File: src/rtl/apb_bus_master_if.sv
// ---------------------------------------------------------------------------
// apb_bus_master_if
//
// APB-style peripheral bus between the CPU bridge (master) and a set of
// NUM_SLAVES peripherals (slave side). Each slave has its own select, ready,
// error and read-data lane. Slave i drives PRDATA[32*i +: 32].
//
// Signals:
//   PADDR    32          byte address, held for the whole transfer
//   PWDATA   32          write data
//   PWRITE   1           1 = write, 0 = read
//   PSTRB    4           write byte strobes (0 on reads)
//   PSEL     NUM_SLAVES  one-hot slave select
//   PENABLE  1           ACCESS-phase indicator
//   PRDATA   32*N        per-slave read data lanes
//   PREADY   NUM_SLAVES  per-slave ready
//   PSLVERR  NUM_SLAVES  per-slave error, meaningful with PREADY
// ---------------------------------------------------------------------------
interface apb_bus_master_if #(
    parameter int NUM_SLAVES = 4
) ();

    logic [31:0]             PADDR;
    logic [31:0]             PWDATA;
    logic                    PWRITE;
    logic [3:0]              PSTRB;
    logic [NUM_SLAVES-1:0]   PSEL;
    logic                    PENABLE;
    logic [32*NUM_SLAVES-1:0] PRDATA;
    logic [NUM_SLAVES-1:0]   PREADY;
    logic [NUM_SLAVES-1:0]   PSLVERR;

    modport master (
        output PADDR, PWDATA, PWRITE, PSTRB, PSEL, PENABLE,
        input  PRDATA, PREADY, PSLVERR
    );

    modport slave (
        input  PADDR, PWDATA, PWRITE, PSTRB, PSEL, PENABLE,
        output PRDATA, PREADY, PSLVERR
    );

endinterface

File: src/rtl/apb_bus_master.sv
// ---------------------------------------------------------------------------
// apb_bus_master
//
// Bridges the core's single-cycle data bus to the APB peripheral bus. One CPU
// access is captured in IDLE, presented to the decoded slave through SETUP
// and ACCESS phases, and completed back to the core with a one-cycle ready
// pulse. Unmapped addresses and slaves that never raise PREADY complete with
// err=1 instead of hanging the core.
//
// Address map: slave i occupies 0x1000_i000 - 0x1000_iFFF.
//
// Ports:
//   clk          system clock, rising edge
//   reset        synchronous, active-low
//   transfer     CPU request, level, held until ready
//   busWe        1 = write, 0 = read
//   busAddr      byte address
//   busWData     write data
//   Byte_Enable  write byte strobes
//   busRData     read data, valid with ready (0 otherwise)
//   ready        one-cycle completion pulse
//   err          completion error flag, valid with ready
//   apb          APB master side (see apb_bus_master_if)
// ---------------------------------------------------------------------------
module apb_bus_master #(
    parameter int NUM_SLAVES     = 4,
    parameter int TIMEOUT_CYCLES = 16
) (
    input  logic                    clk,
    input  logic                    reset,
    input  logic                    transfer,
    input  logic                    busWe,
    input  logic [31:0]             busAddr,
    input  logic [31:0]             busWData,
    input  logic [3:0]              Byte_Enable,
    output logic [31:0]             busRData,
    output logic                    ready,
    output logic                    err,
    apb_bus_master_if.master        apb
);

    localparam int               CNT_W    = $clog2(TIMEOUT_CYCLES) + 1;
    localparam logic [CNT_W-1:0] CNT_LAST = CNT_W'(TIMEOUT_CYCLES - 1);

    typedef enum logic [1:0] {
        IDLE,
        SETUP,
        ACCESS
    } state_e;

    state_e             state_q,  state_d;
    logic [31:0]        paddr_q,  paddr_d;
    logic [31:0]        pwdata_q, pwdata_d;
    logic               pwrite_q, pwrite_d;
    logic [3:0]         pstrb_q,  pstrb_d;
    logic               mapped_q, mapped_d;
    logic [3:0]         idx_q,    idx_d;
    logic [CNT_W-1:0]   cnt_q,    cnt_d;

    // Response lines of the currently addressed slave only; the others are
    // ignored entirely.
    logic               sel_pready;
    logic               sel_pslverr;
    logic [31:0]        sel_prdata;
    logic [NUM_SLAVES-1:0] sel_onehot;

    always_comb begin
        sel_pready  = 1'b0;
        sel_pslverr = 1'b0;
        sel_prdata  = '0;
        sel_onehot  = '0;
        for (int i = 0; i < NUM_SLAVES; i++) begin
            if (idx_q == 4'(i)) begin
                sel_pready    = apb.PREADY[i];
                sel_pslverr   = apb.PSLVERR[i];
                sel_prdata    = apb.PRDATA[32*i +: 32];
                sel_onehot[i] = 1'b1;
            end
        end
    end

    // NOTE: every signal written here gets a default first, so no path through
    // the case leaves one unassigned and no latch is inferred.
    always_comb begin
        state_d  = state_q;
        paddr_d  = paddr_q;
        pwdata_d = pwdata_q;
        pwrite_d = pwrite_q;
        pstrb_d  = pstrb_q;
        mapped_d = mapped_q;
        idx_d    = idx_q;
        cnt_d    = cnt_q;
        ready    = 1'b0;
        err      = 1'b0;
        busRData = '0;

        case (state_q)
            IDLE: begin
                if (transfer) begin
                    paddr_d  = busAddr;
                    pwdata_d = busWData;
                    pwrite_d = busWe;
                    pstrb_d  = busWe ? Byte_Enable : 4'h0;
                    mapped_d = (busAddr[31:16] == 16'h1000) &&
                               (32'(busAddr[15:12]) < NUM_SLAVES);
                    idx_d    = busAddr[15:12];
                    cnt_d    = '0;
                    state_d  = SETUP;
                end
            end

            SETUP: begin
                if (mapped_q) begin
                    state_d = ACCESS;
                end else begin
                    // Unmapped: fail fast without touching the bus.
                    ready   = 1'b1;
                    err     = 1'b1;
                    state_d = IDLE;
                end
            end

            ACCESS: begin
                // A slave answering in the last allowed cycle still wins over
                // the timeout.
                if (sel_pready) begin
                    ready    = 1'b1;
                    err      = sel_pslverr;
                    busRData = pwrite_q ? 32'h0 : sel_prdata;
                    state_d  = IDLE;
                end else if (cnt_q == CNT_LAST) begin
                    ready   = 1'b1;
                    err     = 1'b1;
                    state_d = IDLE;
                end else begin
                    cnt_d = cnt_q + 1'b1;
                end
            end

            default: state_d = IDLE;
        endcase
    end

    // NOTE: state is updated with non-blocking assignments so every flop sees
    // the pre-edge values of the others, regardless of statement order.
    always_ff @(posedge clk) begin
        if (!reset) begin
            state_q  <= IDLE;
            paddr_q  <= '0;
            pwdata_q <= '0;
            pwrite_q <= 1'b0;
            pstrb_q  <= '0;
            mapped_q <= 1'b0;
            idx_q    <= '0;
            cnt_q    <= '0;
        end else begin
            state_q  <= state_d;
            paddr_q  <= paddr_d;
            pwdata_q <= pwdata_d;
            pwrite_q <= pwrite_d;
            pstrb_q  <= pstrb_d;
            mapped_q <= mapped_d;
            idx_q    <= idx_d;
            cnt_q    <= cnt_d;
        end
    end

    // APB outputs come from flops only, so the CPU inputs have no
    // combinational path onto the peripheral bus.
    assign apb.PADDR   = paddr_q;
    assign apb.PWDATA  = pwdata_q;
    assign apb.PWRITE  = pwrite_q;
    assign apb.PSTRB   = pstrb_q;
    assign apb.PSEL    = (state_q != IDLE && mapped_q) ? sel_onehot : '0;
    assign apb.PENABLE = (state_q == ACCESS);

endmodule

File: src/flat_wrapper.sv
// flat-port wrapper written by rule: the top's interface ports become plain ports
module apb_bus_master_flat 
#(
    parameter int NUM_SLAVES     = 4,
    parameter int TIMEOUT_CYCLES = 16
)
  (clk, reset, transfer, busWe, busAddr, busWData, Byte_Enable, busRData, ready, err, apb_PADDR, apb_PWDATA, apb_PWRITE, apb_PSTRB, apb_PSEL, apb_PENABLE, apb_PRDATA, apb_PREADY, apb_PSLVERR);
  apb_bus_master_if #(.NUM_SLAVES(NUM_SLAVES)) apb_i ();
  input  logic clk;
  input  logic reset;
  input  logic transfer;
  input  logic busWe;
  input  logic [31:0] busAddr;
  input  logic [31:0] busWData;
  input  logic [3:0] Byte_Enable;
  output logic [31:0] busRData;
  output logic ready;
  output logic err;
  output wire logic [$bits(apb_i.PADDR)-1:0] apb_PADDR;
  output wire logic [$bits(apb_i.PWDATA)-1:0] apb_PWDATA;
  output wire logic [$bits(apb_i.PWRITE)-1:0] apb_PWRITE;
  output wire logic [$bits(apb_i.PSTRB)-1:0] apb_PSTRB;
  output wire logic [$bits(apb_i.PSEL)-1:0] apb_PSEL;
  output wire logic [$bits(apb_i.PENABLE)-1:0] apb_PENABLE;
  input wire logic [$bits(apb_i.PRDATA)-1:0] apb_PRDATA;
  input wire logic [$bits(apb_i.PREADY)-1:0] apb_PREADY;
  input wire logic [$bits(apb_i.PSLVERR)-1:0] apb_PSLVERR;
  assign apb_PADDR = apb_i.PADDR;
  assign apb_PWDATA = apb_i.PWDATA;
  assign apb_PWRITE = apb_i.PWRITE;
  assign apb_PSTRB = apb_i.PSTRB;
  assign apb_PSEL = apb_i.PSEL;
  assign apb_PENABLE = apb_i.PENABLE;
  assign apb_i.PRDATA = apb_PRDATA;
  assign apb_i.PREADY = apb_PREADY;
  assign apb_i.PSLVERR = apb_PSLVERR;
  apb_bus_master #(.NUM_SLAVES(NUM_SLAVES), .TIMEOUT_CYCLES(TIMEOUT_CYCLES)) u_core (.clk(clk), .reset(reset), .transfer(transfer), .busWe(busWe), .busAddr(busAddr), .busWData(busWData), .Byte_Enable(Byte_Enable), .busRData(busRData), .ready(ready), .err(err), .apb(apb_i));
endmodule
File: config.mk
export PLATFORM = sky130hd
export DESIGN_NAME = apb_bus_master_flat
export DESIGN_NICKNAME = d
export VERILOG_FILES = /design/src/rtl/apb_bus_master_if.sv /design/src/rtl/apb_bus_master.sv /design/src/flat_wrapper.sv
export SDC_FILE = /design/constraint.sdc
export NUM_CORES = 1
export LEC_CHECK = 0
export ABC_AREA = 0
export BUFFER_PORTS_ARGS = -buffer_cell sky130_fd_sc_hd__buf_2
export CAP_MARGIN = 20
export CELL_PAD_IN_SITES_DETAIL_PLACEMENT = 0
export CELL_PAD_IN_SITES_GLOBAL_PLACEMENT = 2
export CORE_UTILIZATION = 21
export DETAILED_ROUTE_END_ITERATION = 8
export PLACE_DENSITY = 0.92
export SETUP_SLACK_MARGIN = 0.2
export SKIP_CTS_REPAIR_TIMING = 1
export SYNTH_ARGS = -nofsm -noshare
export SYNTH_HDL_FRONTEND = slang
export SYNTH_SLANG_ARGS = --single-unit
File: constraint.sdc
create_clock -name clk -period 2.7 [get_ports clk]
set_input_delay 0.54 -clock clk [delete_from_list [all_inputs] [get_ports clk]]
set_output_delay 0.54 -clock clk [all_outputs]
set_load 0.02 [all_outputs]
==> results of run 1 <==
==> cell usage in the layout, fill, tap and decap left out, drive strengths merged, types with 5 or more instances in the layout <==
cell type  count
buf          326
nand2        140
dfxtp         77
a21boi        67
nor2b         26
mux4          25
clkbuf        13
nor2          12
nor3          12
o22ai         11
inv            8
mux2           8
nand3          7
a21oi          6
ha             5
==> state kept, by name (all words and copies together) (netlist names) <==
register           count
u_core.state_q         2
u_core.mapped_q        1
u_core.apb.PSTRB       4
u_core.apb.PWRITE      1
u_core.apb.PADDR      29
u_core.idx_q           3
u_core.cnt_q           5
u_core.apb.PWDATA     32
==> metal layers <==
layer  track usage [%]  part of all wire [%]
met5                 0                     0
met2              28.1                    54
met4              4.04                  0.89
met3              3.97                   7.8
met1              15.6                    38
==> worst max-delay path, stage by stage, from the launching register on <==
cell       delay (ns)
dfxtp_4          0.35
or3b_4           0.43
o22ai_4          0.22
nand3b_4         0.17
clkbuf_16        0.22
nor2b_1          0.11
buf_2            0.18
==> power breakdown <==
group / total (mW) / internal (mW) / switching (mW)
sequential: 1.23 / 1.20 / 0.0341
combinational: 0.704 / 0.335 / 0.369
clock: 1.36 / 0.895 / 0.462
total: 3.29 / 2.43 / 0.866
==> synth_stat cells (all sizes together) <==
| cell | instances |
|---|---|
| a21boi | 67 |
| a21oi | 6 |
| and2 | 2 |
| and3 | 3 |
| buf | 8 |
| clkbuf | 29 |
| dfxtp | 77 |
| ha | 5 |
| inv | 8 |
| mux2 | 8 |
| mux2i | 4 |
| mux4 | 25 |
| nand2 | 140 |
| nand2b | 3 |
| nand3 | 7 |
| nand3b | 2 |
| nand4 | 1 |
| nor2 | 12 |
| nor2b | 26 |
| nor3 | 12 |
| nor3b | 2 |
| nor4 | 3 |
| nor4b | 1 |
| o211ai | 2 |
| o21a | 1 |
| o21ai | 3 |
| o221a | 1 |
| o221ai | 1 |
| o22ai | 11 |
| o31a | 1 |
| o32ai | 2 |
| or3 | 2 |
| or3b | 1 |
==> area by class of cell <==
type	count	area, um2	area share, %
inverters	8	30.0	0.447
flip-flops and latches	77	1550	23.1
well taps	265	332	4.93
clock buffers	10	229	3.41
multi-input cells	354	2620	38.9
repair buffers	329	1860	27.7
clock inverters	5	100	1.49
==> kinds of logic (layout without fill, tap and decap cells) <==
| group | Yosys count | in the layout | share of synthesized area [%] |
|---|---|---|---|
| muxes | 37 | 37 | 16.9 |
| and+or+nand+nor | 217 | 217 | 23.9 |
| AOI/OAI and AO/OA | 95 | 95 | 17.1 |
| DFF | 77 | 77 | 36.3 |
| adders and majority gates | 5 | 5 | 1.47 |
| buffers and inverters | 45 | 352 | 4.36 |
==> worst min path at each step <==
stage,cells after the start,from,endpoint,slack [ns]
CTS,3,busWData[22],u_core.apb.PWDATA[22],0.42
global route,3,busWData[22],u_core.apb.PWDATA[22],0.43
detailed placement,2,u_core.apb.PWDATA[6],u_core.apb.PWDATA[6],0.44
finish,3,busWData[21],u_core.apb.PWDATA[21],0.44
floorplan,2,u_core.cnt_q[4],u_core.cnt_q[4],0.45
global placement,2,u_core.apb.PSTRB[3],u_core.apb.PSTRB[3],0.44
==> metrics.yaml, run 1 <==
setup_path:
  rr_startpoint: "u_core.cnt_q[0]"
  rrSetupSlack_ns: 0.67
  endpoint: "busRData[19]"
  r2r_cells: 8
  crit_start: "u_core.idx_q[2]"
  cp-end-kind: "output port"
  critical_path_class: "flop to output port"
  worstPathArrival_ns: 2.00
  worst_setup_path_start_kind: "flop"
  cp.required_ns: 2.16
  r2r-end: "u_core.cnt_q[3]"
  cp_max_fo: 11
yosys:
  synth_seq_cells: 77
  synth_cells: 476
  avgSynthCellArea_um2: 8.92
  synth_top_cell_area_share_pct: 36.3
  yosys_warnings: 0
  syn_nets: 689
  yosysSeqAreaShare_pct: 36.3
  netlist_area_um2: 4240
  synth_area_leaders: "dfxtp_1, mux4_2, nand2_1"
  synthDistinctLibCells: 42
  yosysTopAreaCell: "dfxtp_1"
power_and_ir_drop:
  max-vdd-ir-drop_mv: 0.267
  p_total_mw: 3.29
  p_leak_nw: 3.10
  power.density_nw_per_um2: 490
final_layout:
  fill_cells: 2127
  layout.nets: 992
  final_area_um2: 6720
  stdcell_count: 1048
  postLayoutCoreUtil_pct: 34.2
  layout-drive-gt1-share_pct: 51.9
  num_antenna_cells: 0
  area.growth.synth_to_final_pct: 58.3
drt:
  post_drt_wl_per_cell_um: 16.0
  vias: 4576
  drtIter0Drc: 109
  via_per_inst: 4.37
  first_pass_iters: 4
  wirelength_um: 16800
  ant_nets: 0
  drc: 0
worst_hold_path:
  hold_path_class: "input pin to flop"
die:
  fp.dieH_um: 144
  pin_count: 316
  fp.dieW_um: 144
  row_count: 51
  start_util_pct: 21.6
  dieArea_um2: 20800
  core_um2: 19700
cts:
  h-tree-depth: 3
  clock_path_buffers: 2
  cts_buffers: 9
  path_clk_slew_ns: 0.06
  clkLatencyLatePin_ns: 0.33
  cts_tree: "built"
  root_buffer: "clkbuf_16"
  cts_sinks: 77
placement:
  dp_slack_ns: 0.422
  hpwlAfterDp_um: 13000
  post-place-cells: 1029
  dpl_cell_area_um2: 6100
  gp_congestion: 0.761
  numPortBuffers: 315
sta:
  rsz0062_at_grt: "yes"
  period_minus_slack_ns: 2.54
  finalHoldViolations: 0
  clock.fmax_mhz: 393
  relSlewSlack_pct: 63.1
  period_share_pct: 94.2
  worst_slack_ns: 0.157
  finClkSkew_ns: 0.00526
  worst_slew_pin_slew_ns: 0.552
  tns_ns: 0
  timing.hold.ws_ns: 0.441
  maxSlewViolCount: 0
  setup_violations: 0
global_routing:
  antenna_found_initial: 0
  grt_pass1_wl_um: 22900
  grt_pass1_vias: 4155
  grt-ovfl-total: 0
  grt_max_degree: 49
  track_usage_pct: 14.7
status:
  status: "completed"
flow_run:
  max_cap_violations: 0
Power figures use the tool's default switching activity.
==> run 2: changes to the inputs <==
--- a/config.mk
+++ b/config.mk
@@ -10,6 +10,7 @@
 export CAP_MARGIN = 20
 export CELL_PAD_IN_SITES_DETAIL_PLACEMENT = 0
 export CELL_PAD_IN_SITES_GLOBAL_PLACEMENT = 2
+export CORE_ASPECT_RATIO = 0.75
 export CORE_UTILIZATION = 21
 export DETAILED_ROUTE_END_ITERATION = 8
 export PLACE_DENSITY = 0.92
==> metrics.yaml, run 2 (same netlist as run 1, synthesis figures left out) <==
power_and_ir_drop:
  internal-power_mw: 2.59
  p_switching_mw: 0.883
  p_leak_nw: 3.13
  power.density_nw_per_um2: 520
  seqPwrFrac_pct: 35.5
  power_frac_comb_pct: 20.3
  p_sw_share_pct: 25.4
  max-vdd-ir-drop_mv: 0.278
  p_clk_share_pct: 44.2
final_layout:
  largest_reg_flops: 32
  final_area_um2: 6680
  fill_cells: 2097
  layout-drive-gt1-share_pct: 52.0
  layout.nets: 999
  area.growth.synth_to_final_pct: 57.5
  final_cell_mix: "buf_2, nand2_1, dfxtp_1, a21boi_1, buf_4"
  num_antenna_cells: 0
  mostFrequentLayoutCell: "buf_2"
sta:
  tns_ns: 0
  timing.hold.ws_ns: 0.431
  maxSlewViolCount: 0
  clock.fmax_mhz: 402
  worst_slack_ns: 0.211
  period_share_pct: 92.2
  finalHoldViolations: 0
  period_minus_slack_ns: 2.49
  worst_slew_pin_slew_ns: 0.717
  rsz0062_at_grt: "yes"
  finClkSkew_ns: 0.00734
  setup_violations: 0
  relSlewSlack_pct: 52.2
setup_path:
  rr_startpoint: "u_core.cnt_q[0]"
  cp_max_fo: 18
  worst_setup_path_start_kind: "flop"
  worstPathCellList: "or3b_4, o22ai_4, nand3b_4, buf_12, nor3_2, buf_4"
  crit_start: "u_core.idx_q[2]"
  r2r-end: "u_core.cnt_q[3]"
  slowest_delay_ns: 0.40
  critical_path_class: "flop to output port"
  rrSetupSlack_ns: 0.66
  cp.required_ns: 2.16
  crit_slowest_cell: "or3b_4"
  worstPathArrival_ns: 1.95
  cp-end-kind: "output port"
  r2r_cells: 8
cts:
  h-tree-depth: 3
  path_clk_slew_ns: 0.06
  cts_sinks: 77
  clkLatencyLatePin_ns: 0.34
  cts_buffers: 9
  clock_path_buffers: 2
  root_buffer: "clkbuf_16"
  cts_tree: "built"
die:
  dieArea_um2: 20800
  core_um2: 19600
  pin_count: 316
  start_util_pct: 21.7
  fp.dieH_um: 125
  row_count: 44
  fp.dieW_um: 166
status:
  status: "complete, but fails checks"
  violations: "design-rule violations"
placement:
  hpwlAfterDp_um: 12400
  dpl_cell_area_um2: 6120
  gp_congestion: 0.777
  numPortBuffers: 315
  dp_slack_ns: 0.365
worst_hold_path:
  holdPathEnd: "u_core.apb.PWDATA[29]"
  min_from: "busWData[29]"
  whs_path_depth: 3
  hold_path_class: "input pin to flop"
drt:
  ant_nets: 0
  via_per_inst: 4.42
  drtIter0Drc: 189
  drc: 26
  vias: 4611
  first_pass_iters: 7
  post_drt_wl_per_cell_um: 15.6
  wirelength_um: 16300
global_routing:
  antenna_found_initial: 0
  grt-ovfl-total: 0
  grt_max_degree: 76
  track_usage_pct: 15.2
  grt_pass1_vias: 4442
  grt_pass1_wl_um: 24700
flow_run:
  max_cap_violations: 0
run 2: worst max-delay path, delay by kind of cell, from the launching register on:
kind	cells	cell delay [ns]
AOI/OAI and AO/OA	1	0.20
buffers and inverters	2	0.35
DFF	1	0.35
and+or+nand+nor	3	0.70
run 2: stage by stage:
step | util, % | total power [mW] | std cells
after floorplan | - | 1.63 | 476
after global placement | 31.2 | 1.94 | 1019
after detailed placement | 31.2 | 1.95 | 1019
after CTS | 33.2 | 3.52 | 1035
after global routing | 34.1 | 3.65 | 1044
final | 34.1 | 3.48 | 1044
run 2: worst max path at each step:
stage | end | slack (ns) | cells after the start
after floorplan | apb_PSEL[3] | 0.25 | 5
after global placement | busRData[26] | 0.40 | 6
after detailed placement | busRData[25] | 0.37 | 6
after CTS | busRData[16] | -0.01 | 6
after global routing | busRData[25] | 0.09 | 6
final | busRData[25] | 0.21 | 6
run 2: layer usage:
| metal | part of all wire, % | vias to the layer above | GRT usage (%) |
|---|---|---|---|
| met1 | 41 | 2146 | 18.4 |
| li1 | - | 2260 | - |
| met4 | 0.78 | 0 | 2.64 |
| met3 | 9.7 | 13 | 5.89 |
| met5 | 0 | - | 0 |
| met2 | 48 | 192 | 25.8 |
run 2: layout make-up:
cell class                      instances  area, um2  area share [%]
Clock inverter                          5        129            1.93
Tap cell                              253        317            4.74
Clock buffer                           11        253            3.78
Sequential cell                        77       1550            23.2
Timing Repair Buffer                  336       1860            27.8
Inverter                                8       30.0           0.449
Multi-Input combinational cell        354       2550            38.2
run 2: power groups by stage:
stage | Combinational (mW) | Clock (mW) | Sequential, mW
floorplan | 0.303 | 0 | 1.33
global placement | 0.686 | 0 | 1.26
detailed placement | 0.690 | 0 | 1.26
CTS | 0.692 | 1.59 | 1.24
global route | 0.772 | 1.64 | 1.24
finish | 0.706 | 1.54 | 1.23
==> run 3: changes to the inputs <==
--- a/config.mk
+++ b/config.mk
@@ -13,6 +13,7 @@
 export CORE_ASPECT_RATIO = 0.75
 export CORE_UTILIZATION = 21
 export DETAILED_ROUTE_END_ITERATION = 8
+export GPL_TIMING_DRIVEN = 0
 export PLACE_DENSITY = 0.92
 export SETUP_SLACK_MARGIN = 0.2
 export SKIP_CTS_REPAIR_TIMING = 1
==> metrics.yaml, run 3 (same netlist as run 1, synthesis figures left out) <==
sta:
  finClkSkew_ns: 0.00779
  tns_ns: 0
  setup_violations: 0
  timing.hold.ws_ns: 0.429
  period_minus_slack_ns: 2.57
  rsz0062_at_grt: "yes"
  worst_slack_ns: 0.135
  period_share_pct: 95.0
  finalHoldViolations: 0
  relSlewSlack_pct: 62.0
  worst_slew_pin_slew_ns: 0.571
  maxSlewViolCount: 0
  clock.fmax_mhz: 390
final_layout:
  fill_cells: 2146
  largest_reg_flops: 32
  multi_input_area_um2: 2550
  layout-drive-gt1-share_pct: 49.4
  num_antenna_cells: 0
  mostFrequentLayoutCell: "buf_2"
  final_cell_mix: "buf_2, nand2_1, dfxtp_1, a21boi_1, nor2b_1"
  layout.nets: 1017
  stdcell_count: 1062
  regArea_um2: 1550
  area.growth.synth_to_final_pct: 55.5
setup_path:
  r2r_cells: 7
  rr_startpoint: "u_core.state_q[0]"
  rrSetupSlack_ns: 0.64
  critical_path_class: "flop to output port"
  cp-end-kind: "output port"
  worstPathArrival_ns: 2.03
  cp.required_ns: 2.16
  worst_setup_path_start_kind: "flop"
  r2r-end: "u_core.apb.PSTRB[1]"
  cp_max_fo: 10
placement:
  post-place-cells: 1044
  dp_slack_ns: 0.0164
  hpwlAfterDp_um: 13700
  numPortBuffers: 315
  gp_congestion: 0.787
die:
  dieArea_um2: 20800
  fp.dieW_um: 166
  start_util_pct: 21.7
  core_um2: 19600
  fp.dieH_um: 125
  pin_count: 316
  row_count: 44
drt:
  drc: 26
  post_drt_wl_per_cell_um: 15.7
  ant_nets: 0
  wirelength_um: 16700
  first_pass_iters: 9
  drtIter0Drc: 213
  via_per_inst: 4.39
  vias: 4666
global_routing:
  track_usage_pct: 15.9
  grt-ovfl-total: 0
  grt_pass1_vias: 4621
  antenna_found_initial: 0
  grt_max_degree: 14
  grt_pass1_wl_um: 25900
cts:
  path_clk_slew_ns: 0.06
  cts_tree: "built"
  clkLatencyLatePin_ns: 0.34
  h-tree-depth: 3
  cts_sinks: 77
  root_buffer: "clkbuf_16"
  cts_buffers: 9
  clock_path_buffers: 2
power_and_ir_drop:
  power.density_nw_per_um2: 478
  p_leak_nw: 3.08
  max-vdd-ir-drop_mv: 0.230
worst_hold_path:
  min_from: "busAddr[12]"
  holdPathEnd: "u_core.idx_q[0]"
  hold_path_class: "input pin to flop"
  whs_path_depth: 3
flow_run:
  max_cap_violations: 0
status:
  status: "complete, but fails checks"
  violations: "design-rule violations"
-- run 3: area by class of cell --
type	instances	area share, %
clock inverters	6	0.948
well taps	253	4.80
flip-flops and latches	77	23.5
inverters	8	0.455
clock buffers	10	3.47
multi-input cells	354	38.6
plain buffers	37	3.26
repair buffers	317	25.0
-- run 3: metrics by stage --
step,area (um2),util [%],total power [mW]
floorplan,4240,-,1.63
global placement,6140,31.3,1.94
global route,6600,33.7,3.30
finish,6600,33.7,3.15
detailed placement,6140,31.3,1.95
CTS,6430,32.8,3.18
-- run 3: critical path, stage by stage (launching register included) --
cell and delay, ns:
dfxtp_2 0.35, or3b_4 0.43, o22ai_4 0.20, nand3b_4 0.15, buf_8 0.19, nor3_2 0.19
buf_4 0.17
-- run 3: layer usage --
layer	global-route usage (%)	up-vias	part of all wire (%)
li1	-	2309	-
met1	19.7	2179	44
met2	26.9	170	47
met3	5.60	8	8.8
met4	2.64	0	0.50
met5	0	-	0
-- run 3: report_power, final --
| part | total (mW) | internal (mW) | switching [mW] |
|---|---|---|---|
| logic | 0.699 | 0.335 | 0.364 |
| clock network | 1.22 | 0.717 | 0.503 |
| registers | 1.23 | 1.20 | 0.0353 |
-- run 3: worst max path at each step --
stage                         to  slack [ns]            startpoint
finish              busRData[26]        0.13  u_core.apb.PADDR[15]
global route        busRData[26]        0.06  u_core.apb.PADDR[15]
CTS                 busRData[25]       -0.36       u_core.idx_q[1]
detailed placement  busRData[25]        0.02       u_core.idx_q[1]
global placement    busRData[25]       -0.12       u_core.idx_q[1]
floorplan            apb_PSEL[3]        0.25       u_core.idx_q[0]
